<file path="config.mk">
export PLATFORM = sky130hd
export DESIGN_NAME = acq_capture_sched
export DESIGN_NICKNAME = d
export VERILOG_FILES = /design/src/rtl/acq_capture_sched.sv
export SDC_FILE = /design/constraint.sdc
export NUM_CORES = 1
export LEC_CHECK = 0
export BUFFER_PORTS_ARGS = -buffer_cell sky130_fd_sc_hd__buf_2
export CAP_MARGIN = 20
export CORE_UTILIZATION = 51
export CTS_BUF_LIST = sky130_fd_sc_hd__clkbuf_16
export DETAILED_ROUTE_END_ITERATION = 6
export PLACE_DENSITY = 0.83
export SETUP_SLACK_MARGIN = 0.05
export SYNTH_ARGS = -nofsm -noshare
export SYNTH_HDL_FRONTEND = slang
export SYNTH_SLANG_ARGS = --single-unit
</file>
<file path="constraint.sdc">
create_clock -name CLK_P -period 2.2 [get_ports CLK_P]
set_input_delay 0.22 -clock CLK_P [delete_from_list [all_inputs] [get_ports CLK_P]]
set_output_delay 0.22 -clock CLK_P [all_outputs]
set_load 0.005 [all_outputs]
</file>
<file path="src/rtl/acq_capture_sched.sv">
// Capture scheduler for the two-channel acquisition front end.
// Qualifies a trigger, arbitrates round-robin, streams one record to RAM.
module acq_capture_sched #(
  parameter int DEPTH = 1024,
  parameter int AW    = 10,
  parameter int QUAL  = 4
) (
  input  logic          CLK_P,
  input  logic          RESET,
  input  logic [13:0]   PD_A,
  input  logic [13:0]   PD_B,
  input  logic          HAVE_A,
  input  logic          HAVE_B,
  input  logic [1:0]    CH_EN,
  input  logic          ARM,
  input  logic          ABORT,
  input  logic          ACK,
  output logic          WR_EN,
  output logic [AW-1:0] WR_ADDR,
  output logic [13:0]   WR_DATA,
  output logic          BUSY,
  output logic          CAP_DONE,
  output logic          CAP_CH
);

  localparam logic [1:0] S_IDLE  = 2'd0;
  localparam logic [1:0] S_ARMED = 2'd1;
  localparam logic [1:0] S_CAPT  = 2'd2;
  localparam logic [1:0] S_DONE  = 2'd3;

  localparam logic [3:0]    QMAX  = 4'(QUAL);
  localparam logic [3:0]    QLAST = 4'(QUAL - 1);
  localparam logic [AW-1:0] AEND  = AW'(DEPTH - 1);

  logic [1:0]  state;
  logic [3:0]  qa;
  logic [3:0]  qb;
  logic        last;
  logic        sel;
  logic        term_a;
  logic        term_b;
  logic        hit_a;
  logic        hit_b;
  logic        trig;
  logic        win;
  logic [13:0] pd_win;
  logic [13:0] pd_sel;
  logic [3:0]  qa_nxt;
  logic [3:0]  qb_nxt;

  assign term_a = HAVE_A & CH_EN[0];
  assign term_b = HAVE_B & CH_EN[1];
  assign hit_a  = term_a && (qa == QLAST);
  assign hit_b  = term_b && (qb == QLAST);
  assign trig   = hit_a | hit_b;

  // On a tie the channel that did not win last time gets the record.
  assign win    = (hit_a && hit_b) ? ~last : hit_b;
  assign pd_win = win ? PD_B : PD_A;
  assign pd_sel = sel ? PD_B : PD_A;

  assign qa_nxt = !term_a ? 4'd0 :
                  (qa == QMAX) ? qa : qa + 4'd1;
  assign qb_nxt = !term_b ? 4'd0 :
                  (qb == QMAX) ? qb : qb + 4'd1;

  assign WR_EN    = (state == S_CAPT);
  assign BUSY     = (state == S_ARMED) || (state == S_CAPT);
  assign CAP_DONE = (state == S_DONE);

  always_ff @(posedge CLK_P) begin
    if (RESET) begin
      state   <= S_IDLE;
      qa      <= 4'd0;
      qb      <= 4'd0;
      last    <= 1'b1;
      sel     <= 1'b0;
      WR_ADDR <= '0;
      WR_DATA <= '0;
      CAP_CH  <= 1'b0;
    end else begin
      unique case (state)
        S_IDLE: begin
          qa <= 4'd0;
          qb <= 4'd0;
          if (ARM && !ABORT) state <= S_ARMED;
        end
        S_ARMED: begin
          if (ABORT) begin
            state <= S_IDLE;
            qa    <= 4'd0;
            qb    <= 4'd0;
          end else if (trig) begin
            state   <= S_CAPT;
            sel     <= win;
            last    <= win;
            CAP_CH  <= win;
            WR_ADDR <= '0;
            WR_DATA <= pd_win;
            qa      <= 4'd0;
            qb      <= 4'd0;
          end else begin
            qa <= qa_nxt;
            qb <= qb_nxt;
          end
        end
        S_CAPT: begin
          if (ABORT) begin
            state   <= S_IDLE;
            WR_ADDR <= '0;
          end else if (WR_ADDR == AEND) begin
            state   <= S_DONE;
            WR_ADDR <= '0;
          end else begin
            WR_ADDR <= WR_ADDR + 1'b1;
            WR_DATA <= pd_sel;
          end
        end
        S_DONE: begin
          if (ABORT || ACK) state <= S_IDLE;
        end
        default: state <= S_IDLE;
      endcase
    end
  end

endmodule

</file>
==> impl_metrics.yaml <==
global_route:
  use_met2_pct: 39.7
  grt_max_degree: 29
  use_met3_pct: 4.34
  gr-usage-met1_pct: 26.4
  overflow: 0
  grt_busiest_layer: "met2"
  antenna_found_initial: 0
  grt_pass1_vias: 1823
  track_usage_pct: 22.7
  grt_pass1_wl_microns: 7570
setup_path:
  cp-start-kind: "register"
  crit_required_ns: 2.42
  crit_fanout: 5
  critPathArrivalTime_ns: 2.31
  cp-end-kind: "register"
  crit_type: "reg -> reg"
clock_network:
  clkLatencyLatePin_ns: 0.28
  clockBufferDepth: 2
  clk_pin_slew_worst_paths_ns: 0.06
  cts_sinks: 36
  cts_tree: "yes"
  clock_tree.root_cell: "clkbuf_16"
  cts_made_buffers: 5
  cts.htree.levels: 2
  post_cts_buffers: 0
finish:
  diodes: 0
  fin_util_pct: 69.3
  drive_gt1_share_pct: 28.4
  areaGrowthSynthToFinish_pct: 27.4
  final_common_cell: "buf_2"
  layout_common_cells: "64 x buf_2, 35 x dfxtp_1, 26 x nor2_1, 18 x nand3_1, 17 x nand2_1"
  final_nets: 356
floorplan:
  num_rows: 22
  die_area_sq_mm: 0.00425
  die_h_microns: 65.2
  start_util_pct: 54.3
  ios: 65
  die_w_microns: 65.2
  coreArea_sq_mm: 0.00374
logic_synthesis:
  synth-seq-cells: 36
  synth-async-reset-ratio_pct: 0
  synth_top_area_share_pct: 35.4
  yosysSeqAreaShare_pct: 35.4
  synth_top_cells_by_area: "dfxtp_1 35%, mux2i_1 6.9%, ha_1 6.2%"
  synth_edf_count: 0
  synthCells: 238
  synth_warnings: 0
  syn_area_sq_mm: 0.00203
  ys_types: 42
  syn_area_per_cell_sq_um: 8.55
  synth_ff_type: "dfxtp_1"
  synth_top_area_cell: "dfxtp_1"
  syn_nets: 285
route:
  via_per_inst: 5.63
  wl_per_cell_microns: 12.9
  drt_wl_total_microns: 4620
  ant_nets: 0
  drc: 0
  drt_pass1_iterations: 5
  drt_iter0_markers: 148
  vias: 2016
sta:
  grt_setup_unrepaired: "false"
  fin_setup_tns_ns: 0
  clock_skew_ns: 0.00706
  slew_viol_final: 0
  worstMarginPinSlew_ns: 0.283
  hold_viol: 0
  fin_crit_sh_pct: 95.2
  final-setup-viol-count: 0
  maxSlewHeadroom_pct: 80.9
  fin_crit_ns: 2.10
  holdWs_ns: 0.277
  layout_setup_ws_ns: 0.105
  fmax_mhz: 477
run:
  drv_cap: 0
power:
  pwr_density_cell_mw_per_mm2: 672
  vdd_drop_max_mv: 0.415
  leakagePower_uw: 0.00116
placement:
  numPortBuffers: 64
  post-place-ws_ns: 0.116
  routabilityCongestion: 0.841
  dp_hpwl_microns: 3280
hold_path:
  worstHoldPathType: "in -> reg"
run_status:
  status: "finished clean"
## worst paths after layout
path / slack [ns] / endpoint / depth (start not counted) / start
hold reg to reg: 0.49 / WR_DATA[3]$_SDFFE_PP0P_ / 2 / WR_DATA[3]$_SDFFE_PP0P_
setup / recovery: 0.10 / state[1]$_SDFFE_PP0P_ / 6 / qa[1]$_SDFFE_PP0P_
hold / removal: 0.28 / WR_DATA[3]$_SDFFE_PP0P_ / 3 / PD_B[3]
setup reg to reg: 0.10 / state[1]$_SDFFE_PP0P_ / 6 / qa[1]$_SDFFE_PP0P_
## area by class of cell
| type | instances | area (sq um) |
|---|---|---|
| Clock inverter | 3 | 11.3 |
| Fill cell | 315 | 1150 |
| Tap cell | 48 | 60.1 |
| Sequential cell | 36 | 722 |
| Timing Repair Buffer | 74 | 420 |
| Clock buffer | 5 | 125 |
| Inverter | 10 | 37.5 |
| Multi-Input combinational cell | 182 | 1220 |
## critical path, cell delays in order, from the launching register on
cell	delay, ns
dfxtp_1	0.38
ha_1	0.20
or3b_4	0.41
or2_1	0.26
a311o_1	0.36
a211o_1	0.29
a21oi_2	0.13
## layer usage
| layer | share of wire, % | vias up |
|---|---|---|
| met4 | 1.6 | 0 |
| met2 | 50 | 71 |
| li1 | - | 1023 |
| met3 | 5.2 | 7 |
| met1 | 44 | 915 |
| met5 | 0 | - |
## flip-flops by register name (all words and copies together), names as in the netlist
signal   cells
state        2
last         1
qb           4
sel          1
WR_DATA     14
WR_ADDR     10
qa           4
## power breakdown
group | internal (uW) | switching [uW]
logic | 171 | 184
clock network | 407 | 252
registers | 703 | 25.5
## cell families (layout without fill, tap and decap cells)
logic type                 after synthesis  count (layout)  synth area share, %
AOI/OAI and AO/OA                       59              59                 20.1
buffers and inverters                   20              92                 4.80
and+or+nand+nor                         99              99                 26.7
adders and majority gates               10              10                 6.15
DFF                                     36              36                 35.4
muxes                                   14              14                 6.89
## per-stage QoR
step | power, uW | instances | area (sq um)
floorplan | 952 | 238 | 2030
finish | 1740 | 358 | 2590
global route | 1820 | 358 | 2590
global placement | 1090 | 350 | 2450
CTS | 1760 | 358 | 2590
detailed placement | 1100 | 350 | 2450
## synth_stat cells (all sizes together) (6+ instances only)
cell type   n
nand2      17
o32ai       6
inv        10
ha         10
a211oi     16
dfxtp      36
buf         6
nand3      18
nand2b      9
nor2       27
a21oi      16
a31oi       6
mux2i      14
## timing repair
action / in CTS / in global routing
hold buffers: 0 / 0
resized for setup: 0 / 1
setup endpoints to repair: 0 / 1
(Power assumes the default switching activity.)
